[config.mk]
export PLATFORM = sky130hd
export DESIGN_NAME = bit_serializer_flat
export DESIGN_NICKNAME = d
export VERILOG_FILES = /design/src/rtl/bit_serializer_if.sv /design/src/rtl/bit_serializer.sv /design/src/flat_wrapper.sv
export SDC_FILE = /design/constraint.sdc
export NUM_CORES = 1
export LEC_CHECK = 0
export CAP_MARGIN = 0
export CORE_MARGIN = 2
export CORE_UTILIZATION = 35
export DETAILED_ROUTE_END_ITERATION = 7
export GPL_ROUTABILITY_DRIVEN = 0
export GPL_TIMING_DRIVEN = 0
export PLACE_DENSITY = 0.67
export SETUP_SLACK_MARGIN = 0.3
export SLEW_MARGIN = 5
export SYNTH_ARGS = -nofsm -noshare
export SYNTH_HDL_FRONTEND = slang
export SYNTH_SLANG_ARGS = --single-unit
[constraint.sdc]
create_clock -name clk -period 4.4 [get_ports clk]
set_input_delay 0.66 -clock clk [delete_from_list [all_inputs] [get_ports clk]]
set_output_delay 0.66 -clock clk [all_outputs]
set_load 0.02 [all_outputs]
[src/rtl/bit_serializer_if.sv]
// Load-side handshake between an upstream word source and bit_serializer.
//   load_valid : source has a word on load_data
//   load_data  : WIDTH-bit word to serialize
//   load_ready : serializer can take a word this cycle
// master = upstream source, slave = serializer.
interface bit_serializer_if #(
    parameter int WIDTH = 8
) ();
    logic             load_valid;
    logic [WIDTH-1:0] load_data;
    logic             load_ready;

    modport master (
        output load_valid,
        output load_data,
        input  load_ready
    );

    modport slave (
        input  load_valid,
        input  load_data,
        output load_ready
    );
endinterface

[src/rtl/bit_serializer.sv]
// Parallel-to-serial front end: WIDTH-bit words in, one bit per clk out,
// feeding the serial input of the downstream sequence detector. A one-word
// holding register lets the source preload the next word so back-to-back
// words come out as a gapless stream.
//
// Ports:
//   clk        : system clock, rising edge
//   rst        : asynchronous, active-low reset
//   ld         : load handshake (slave side of bit_serializer_if)
//   ser_out    : current serial bit
//   ser_valid  : ser_out carries a real data bit
//   frame_done : high while the last bit of a word is on ser_out
//
// state | meaning
// IDLE  | nothing shifting, SR is zero, waiting for a word
// SHIFT | SR bit at the output end is on ser_out, CNT counts bits of the word
module bit_serializer #(
    parameter int WIDTH     = 8,
    parameter bit MSB_FIRST = 1'b1
) (
    input  logic               clk,
    input  logic               rst,
    bit_serializer_if.slave    ld,
    output logic               ser_out,
    output logic               ser_valid,
    output logic               frame_done
);
    localparam int            CW   = $clog2(WIDTH);
    localparam logic [CW-1:0] LAST = CW'(WIDTH - 1);

    typedef enum logic {IDLE, SHIFT} state_t;

    state_t           state_q, state_d;
    logic [WIDTH-1:0] sr_q, sr_d;
    logic [WIDTH-1:0] hr_q, hr_d;
    logic             hold_full_q, hold_full_d;
    logic [CW-1:0]    cnt_q, cnt_d;
    logic [WIDTH-1:0] sr_shifted;
    logic             xfer;
    logic             last_bit;

    assign ld.load_ready = ~hold_full_q;
    assign xfer          = ld.load_valid & ~hold_full_q;
    assign last_bit      = (cnt_q == LAST);

    assign sr_shifted = MSB_FIRST ? {sr_q[WIDTH-2:0], 1'b0}
                                  : {1'b0, sr_q[WIDTH-1:1]};

    // SR is forced to zero whenever the FSM sits in IDLE, so the output bit
    // can come straight off the register without gating by state.
    assign ser_out    = MSB_FIRST ? sr_q[WIDTH-1] : sr_q[0];
    assign ser_valid  = (state_q == SHIFT);
    assign frame_done = (state_q == SHIFT) && last_bit;

    always_ff @(posedge clk or negedge rst) begin
        if (!rst) begin
            state_q     <= IDLE;
            sr_q        <= '0;
            hr_q        <= '0;
            hold_full_q <= 1'b0;
            cnt_q       <= '0;
        end else begin
            state_q     <= state_d;
            sr_q        <= sr_d;
            hr_q        <= hr_d;
            hold_full_q <= hold_full_d;
            cnt_q       <= cnt_d;
        end
    end

    always_comb begin
        state_d     = state_q;
        sr_d        = sr_q;
        hr_d        = hr_q;
        hold_full_d = hold_full_q;
        cnt_d       = cnt_q;
        case (state_q)
            IDLE: begin
                if (xfer) begin
                    sr_d    = ld.load_data;
                    cnt_d   = '0;
                    state_d = SHIFT;
                end
            end
            SHIFT: begin
                if (last_bit) begin
                    // Word boundary: reload from HR first, else take a word
                    // offered on this very edge, else drain to IDLE.
                    cnt_d = '0;
                    if (hold_full_q) begin
                        sr_d        = hr_q;
                        hold_full_d = 1'b0;
                    end else if (xfer) begin
                        sr_d = ld.load_data;
                    end else begin
                        sr_d    = '0;
                        state_d = IDLE;
                    end
                end else begin
                    sr_d  = sr_shifted;
                    cnt_d = cnt_q + CW'(1);
                    if (xfer) begin
                        hr_d        = ld.load_data;
                        hold_full_d = 1'b1;
                    end
                end
            end
            default: state_d = IDLE;
        endcase
    end
endmodule
[src/flat_wrapper.sv]
// flat-port wrapper written by rule: the top's interface ports become plain ports
module bit_serializer_flat 
#(
    parameter int WIDTH     = 8,
    parameter bit MSB_FIRST = 1'b1
)
  (clk, rst, ser_out, ser_valid, frame_done, ld_load_valid, ld_load_data, ld_load_ready);
  bit_serializer_if #(.WIDTH(WIDTH)) ld_i ();
  input  logic clk;
  input  logic rst;
  output logic ser_out;
  output logic ser_valid;
  output logic frame_done;
  input wire logic [$bits(ld_i.load_valid)-1:0] ld_load_valid;
  input wire logic [$bits(ld_i.load_data)-1:0] ld_load_data;
  output wire logic [$bits(ld_i.load_ready)-1:0] ld_load_ready;
  assign ld_i.load_valid = ld_load_valid;
  assign ld_i.load_data = ld_load_data;
  assign ld_load_ready = ld_i.load_ready;
  bit_serializer #(.WIDTH(WIDTH), .MSB_FIRST(MSB_FIRST)) u_core (.clk(clk), .rst(rst), .ld(ld_i), .ser_out(ser_out), .ser_valid(ser_valid), .frame_done(frame_done));
endmodule
==> results of run 1 <==
## flip-flops by register name, indices dropped and copies added (netlist names)
register            cells
u_core.hr_q             8
u_core.hold_full_q      1
u_core.ser_valid        1
u_core.sr_q             8
u_core.cnt_q            3
## metrics by stage
stage | instance area (µm²) | setup WS [ps] | power (mW) | hold slack (ps)
4_1_cts | 1200 | 1870 | 0.773 | 508
6_report | 1200 | 1880 | 0.766 | 504
3_3_place_gp | 1170 | 2250 | 0.661 | 474
5_1_grt | 1200 | 1730 | 0.833 | 523
2_1_floorplan | 996 | 2780 | 0.578 | 364
3_5_place_dp | 1170 | 2230 | 0.676 | 478
## how the worst max path moves through the flow
stage | end | startpoint | cells past startpoint
6_report | frame_done | u_core.cnt_q[0]$_DFFE_PN0P_ | 5
5_1_grt | frame_done | u_core.cnt_q[0]$_DFFE_PN0P_ | 5
4_1_cts | frame_done | u_core.cnt_q[0]$_DFFE_PN0P_ | 5
3_5_place_dp | frame_done | u_core.cnt_q[0]$_DFFE_PN0P_ | 5
3_3_place_gp | frame_done | u_core.cnt_q[0]$_DFFE_PN0P_ | 5
2_1_floorplan | frame_done | u_core.cnt_q[0]$_DFFE_PN0P_ | 4
## layout by cell type (no fill, tap or decap), drive strengths merged
| master | instances |
|---|---|
| dfrtp | 21 |
| clkdlybuf4s50 | 14 |
| nor2 | 9 |
| mux2 | 8 |
| a221oi | 7 |
| o2bb2ai | 7 |
| clkbuf | 5 |
| inv | 3 |
| ha | 3 |
| buf | 3 |
| nand2 | 2 |
| a21o | 2 |
| nor2b | 1 |
| nand2b | 1 |
| and2 | 1 |
| and2b | 1 |
| a22oi | 1 |
| mux2i | 1 |
| o22ai | 1 |
| and3 | 1 |
| a32o | 1 |
| nor3b | 1 |
| a22o | 1 |
| a21oi | 1 |
## area by class of cell
cell class | instances | area [µm²] | share of cell area
sequential | 21 | 526 | 0.438
inverter | 3 | 11.3 | 0.00938
tap | 31 | 38.8 | 0.0323
buffer | 4 | 25.0 | 0.0208
multi-input combinational | 50 | 434 | 0.361
clock buffer | 4 | 26.3 | 0.0219
timing repair buffer | 14 | 140 | 0.117
## where the power goes
part	switching, mW	internal, mW
Sequential	0.0577	0.285
Clock	0.0579	0.0354
Combinational	0.150	0.179
Total	0.266	0.500
## cell families (layout without fill, tap and decap cells)
family,count (synthesis),count (layout)
compound gates,21,21
fa+ha+maj,3,3
buf+inv,7,25
mux,9,9
simple gates,17,17
flops,21,21
## routing by layer
layer  track usage  vias to the layer above
met1         0.192                      354
met3        0.0590                        2
met2         0.229                       16
li1              -                      328
met4        0.0299                        0
met5             0                        -
## synth_stat cells
cell       instances
a21o_1             2
a21oi_1            1
a221oi_1           7
a22o_1             1
a22oi_1            1
a32o_1             1
and2_1             1
and2b_1            1
and3_4             1
buf_2              2
buf_6              1
clkbuf_1           1
dfrtp_1           21
ha_1               3
inv_1              3
mux2_4             8
mux2i_1            1
nand2_1            2
nand2b_1           1
nor2_1             8
nor2_2             1
nor2b_2            1
nor3b_1            1
o22ai_1            1
o2bb2ai_1          7
==> flow_metrics.env, run 1 <==
export IMPL_cp_required_ps=3740
export IMPL_cp_end_kind="output pin"
export IMPL_vias=700
export IMPL_timing_worst_setup_path_type="reg2out"
export IMPL_met1_length_um=988
export IMPL_final_nets=111
export IMPL_postCtsSetupBuffers=0
export IMPL_dr_wl_met3_um=105
export IMPL_final_antenna_net_count=0
export IMPL_post_route_util=0.439
export IMPL_ys_seq_elements=21
export IMPL_min_from="u_core.sr_q[3]$_DFFE_PN0P_"
export IMPL_die_x_um=57.3
export IMPL_ir_worst_vdd_uv=394
export IMPL_yosys_area_share_simple=0.0917
export IMPL_clockBufferDepth=2
export IMPL_r2r_cells=6
export IMPL_drtIter0Drc=20
export IMPL_grt_pass1_wl_um=3710
export IMPL_fmax_ghz=0.397
export IMPL_yosysWarnings=0
export IMPL_synth_compound_area_frac=0.176
export IMPL_worstPathArrival_ps=1860
export IMPL_setup_tns_ps=0
export IMPL_io_buffers=14
export IMPL_rsz0062_at_grt="no"
export IMPL_pin_count=15
export IMPL_rr_startpoint="u_core.cnt_q[0]$_DFFE_PN0P_"
export IMPL_area_growth_pct=20.6
export IMPL_routed_wl_um=2010
export IMPL_antenna_found_initial=0
export IMPL_nFillCells=267
export IMPL_leakage_nw=0.514
export IMPL_synth_area_leaders="dfrtp_1 (53%), mux2_4 (12%), a221oi_1 (6.2%)"
export IMPL_fin_skew_ps=1.65
export IMPL_drive_gt1_frac=0.177
export IMPL_start_kind="register"
export IMPL_relSlewSlack=0.356
export IMPL_rows=19
export IMPL_wire_per_inst_um=15.8
export IMPL_crit_path_frequent_cell="ha_1"
export IMPL_highest_layer="met4"
export IMPL_synth_xor_area_share=0
export IMPL_cellPowerDensity_mw_per_mm2=637
export IMPL_chipHeight_um=57.3
export IMPL_tightest_slew_ps=963
export IMPL_clkLatencyLatePin_ps=300
export IMPL_drc=0
export IMPL_maxCapViolations=0
export IMPL_synth_cell_types=25
export IMPL_synth_top_area_frac=0.528
export IMPL_grt_ovfl_total=0
export IMPL_clkTransAtPathRegs_ps=110
export IMPL_placedCellCount=123
export IMPL_synth_fa_ha_area_frac=0.0377
export IMPL_cts_sinks=21
export IMPL_reg2reg_slack_ps=2710
export IMPL_viasPerCell=5.51
export IMPL_yosysTopAreaCell="dfrtp_1"
export IMPL_period_needed_ps=2520
export IMPL_slowest_stage="clkdlybuf4s50_1"
export IMPL_syn_area_per_cell_um2=12.8
export IMPL_grt_pass1_vias=807
export IMPL_ys_seq_area_frac=0.528
export IMPL_setup_viol=0
export IMPL_slew_viol_final=0
export IMPL_start_util=0.364
export IMPL_synth_top_family_by_area="compound AO/OA/AOI/OAI gates"
export IMPL_cts_resized=0
export IMPL_wl_met2_um=907
export IMPL_stdcell_count=127
export IMPL_critPathBufInv=2
export IMPL_grt_max_degree=22
export IMPL_cts_buffers=3
export IMPL_synthesis_nets=92
export IMPL_htree_levels=1
export IMPL_syn_inst=78
export IMPL_path_cells="ha_1 > ha_1 > nand2_1 > inv_1 > clkdlybuf4s50_1"
export IMPL_hold_depth=1
export IMPL_reg2reg_to="u_core.hr_q[3]$_DFFE_PN0P_"
export IMPL_hold_end="u_core.sr_q[3]$_DFFE_PN0P_"
export IMPL_worstPathMaxFanout=4
export IMPL_first_pass_iters=4
export IMPL_synthMuxAreaShare=0.131
export IMPL_cts_hold_buf=0
export IMPL_hp_class="reg2reg"
export IMPL_die_area_mm2=0.00329
export IMPL_cp_top_family="buffers and inverters"
export IMPL_track_usage=0.146
export IMPL_cts_root_buffer="clkbuf_4"
export IMPL_core_mm2=0.00273
export IMPL_status="completed"
export IMPL_dp_hpwl_um=1400
export IMPL_diodes=0
export IMPL_hold_viol=0
export IMPL_critical_path_max_stage_delay_ps=610
export IMPL_fin_crit_sh=0.572
export IMPL_tritoncts="done"
export IMPL_synth_area_um2=996
(Power assumes the default switching activity.)
==> run 2, diff against run 1 <==
==> constraint.sdc (replaced) <==
create_clock -name clk -period 2.5 [get_ports clk]
set_input_delay 0.375 -clock clk [delete_from_list [all_inputs] [get_ports clk]]
set_output_delay 0.375 -clock clk [all_outputs]
set_load 0.02 [all_outputs]
==> run 2 against run 1 <==
Critical path depth did not move. First-iteration DRC count is the same. Routed wire length unchanged. Register-to-register slack lost 1900 ps. Sequential power up 76%. Die area did not move. Final area shrank 0.10%. Non-clock buffer count unchanged. Clock power rose by 76%. Count of clock-buffer cells in the layout unchanged.
==> flow_metrics.env, run 2 (same netlist as run 1, synthesis figures left out) <==
export IMPL_viasPerCell=5.51
export IMPL_io_buffers=14
export IMPL_path_cells="ha_1 > ha_1 > nand2_1 > inv_1 > dlygate4sd2_1"
export IMPL_cp_required_ps=2120
export IMPL_seq_power_share=0.449
export IMPL_worstPathMaxFanout=4
export IMPL_cts_root_buffer="clkbuf_4"
export IMPL_start_util=0.364
export IMPL_final_cell_mix="dfrtp_1 (21), clkdlybuf4s50_1 (13), nor2_1 (8), mux2_4 (8)"
export IMPL_cts_sinks=21
export IMPL_die_x_um=57.3
export IMPL_maxCapViolations=0
export IMPL_slowest_stage="dfrtp_1"
export IMPL_power_mw=1.34
export IMPL_ir_worst_vdd_uv=694
export IMPL_multiInputGateArea_um2=434
export IMPL_timing_worst_setup_path_type="reg2out"
export IMPL_reg2reg_slack_ps=810
export IMPL_fin_crit_sh=0.802
export IMPL_final_antenna_net_count=0
export IMPL_grt_pass1_wl_um=3710
export IMPL_die_area_mm2=0.00329
export IMPL_p_comb_frac=0.429
export IMPL_reg2reg_to="u_core.hr_q[3]$_DFFE_PN0P_"
export IMPL_area_growth_pct=20.5
export IMPL_core_mm2=0.00273
export IMPL_routed_wl_um=2010
export IMPL_postCtsSetupBuffers=0
export IMPL_drc=0
export IMPL_start_kind="register"
export IMPL_r2r_cells=6
export IMPL_clockBufferDepth=2
export IMPL_htree_levels=1
export IMPL_crit_path_frequent_cell="ha_1"
export IMPL_cp_end_kind="output pin"
export IMPL_relSlewSlack=0.356
export IMPL_dp_hpwl_um=1400
export IMPL_rows=19
export IMPL_nFillCells=267
export IMPL_critical_path_max_stage_delay_ps=410
export IMPL_clockPowerShare=0.122
export IMPL_tightest_slew_ps=963
export IMPL_grt_ovfl_total=0
export IMPL_chipHeight_um=57.3
export IMPL_drtIter0Drc=20
export IMPL_setup_viol=0
export IMPL_hold_depth=1
export IMPL_hp_class="reg2reg"
export IMPL_tritoncts="done"
export IMPL_hold_viol=0
export IMPL_final_common_cell="dfrtp_1"
export IMPL_largestRegisters="u_core.hr_q: 8 flops, u_core.sr_q: 8 flops, u_core.cnt_q: 3 flops"
export IMPL_p_int_mw=0.877
export IMPL_diodes=0
export IMPL_slew_viol_final=0
export IMPL_min_from="u_core.sr_q[3]$_DFFE_PN0P_"
export IMPL_p_sw_frac=0.348
export IMPL_cts_buffers=3
export IMPL_status="completed"
export IMPL_rr_startpoint="u_core.cnt_q[0]$_DFFE_PN0P_"
export IMPL_worstPathArrival_ps=1630
export IMPL_rsz0062_at_grt="no"
export IMPL_setup_tns_ps=0
export IMPL_first_pass_iters=4
export IMPL_cellPowerDensity_mw_per_mm2=1120
export IMPL_fin_skew_ps=1.65
export IMPL_pin_count=15
export IMPL_clkTransAtPathRegs_ps=110
export IMPL_grt_max_degree=22
export IMPL_netSwitchingPower_mw=0.468
export IMPL_drive_gt1_frac=0.177
export IMPL_final_nets=111
export IMPL_seq_area_um2=526
export IMPL_crit_start="u_core.cnt_q[0]$_DFFE_PN0P_"
export IMPL_vias=700
export IMPL_period_needed_ps=2000
export IMPL_grt_pass1_vias=807
export IMPL_holdWs_ps=504
export IMPL_fmax_ghz=0.499
export IMPL_hold_end="u_core.sr_q[3]$_DFFE_PN0P_"
export IMPL_wire_per_inst_um=15.8
export IMPL_clkLatencyLatePin_ps=300
export IMPL_leakage_nw=0.518
export IMPL_track_usage=0.146
export IMPL_antenna_found_initial=0
-- run 2: worst max path at each step --
stage	end	cells after the start	slack, ps
2_1_floorplan	u_core.hr_q[0]$_DFFE_PN0P_	6	950
3_3_place_gp	frame_done	5	630
3_5_place_dp	frame_done	5	610
4_1_cts	frame_done	5	480
5_1_grt	frame_done	5	370
6_report	frame_done	5	500
-- run 2: power groups by stage --
stage | registers, mW | logic, mW | clock network (mW)
2_1_floorplan | 0.594 | 0.423 | 0
3_3_place_gp | 0.599 | 0.565 | 0
3_5_place_dp | 0.606 | 0.584 | 0
4_1_cts | 0.602 | 0.587 | 0.168
5_1_grt | 0.621 | 0.655 | 0.187
6_report | 0.604 | 0.576 | 0.164
-- run 2: critical path, delay by kind of cell, from the launching register on --
kind / cells / cell delay (ps)
and+or+nand+nor: 1 / 90
DFF: 1 / 410
buffers and inverters: 2 / 380
adders and majority gates: 2 / 450
-- run 2: final cells by class --
type / count / area share
multi-input combinational: 50 / 0.362
sequential: 21 / 0.438
tap: 31 / 0.0323
timing repair buffer: 14 / 0.116
clock buffer: 4 / 0.0219
inverter: 3 / 0.00938
buffer: 4 / 0.0209
-- run 2: what timing repair did --
item,4_1_cts,5_1_grt
resized for setup,1,0
setup endpoints to repair,1,0
hold buffers,0,0
-- run 2: per-layer routing --
layer | routed length (µm) | share of wire | track usage | vias up
li1 | - | - | - | 328
met2 | 908 | 0.45 | 0.229 | 16
met1 | 987 | 0.49 | 0.192 | 354
met5 | 0 | 0 | 0 | -
met3 | 105 | 0.052 | 0.0590 | 2
met4 | 8 | 0.0040 | 0.0299 | 0
-- run 2: per-stage QoR --
step	instances	utilization	cell area [µm²]	setup slack, ps
after floorplan	78	-	996	950
after global placement	123	0.430	1170	630
after detailed placement	123	0.430	1170	613
after CTS	127	0.439	1200	481
after global routing	127	0.439	1200	372
final	127	0.439	1200	495
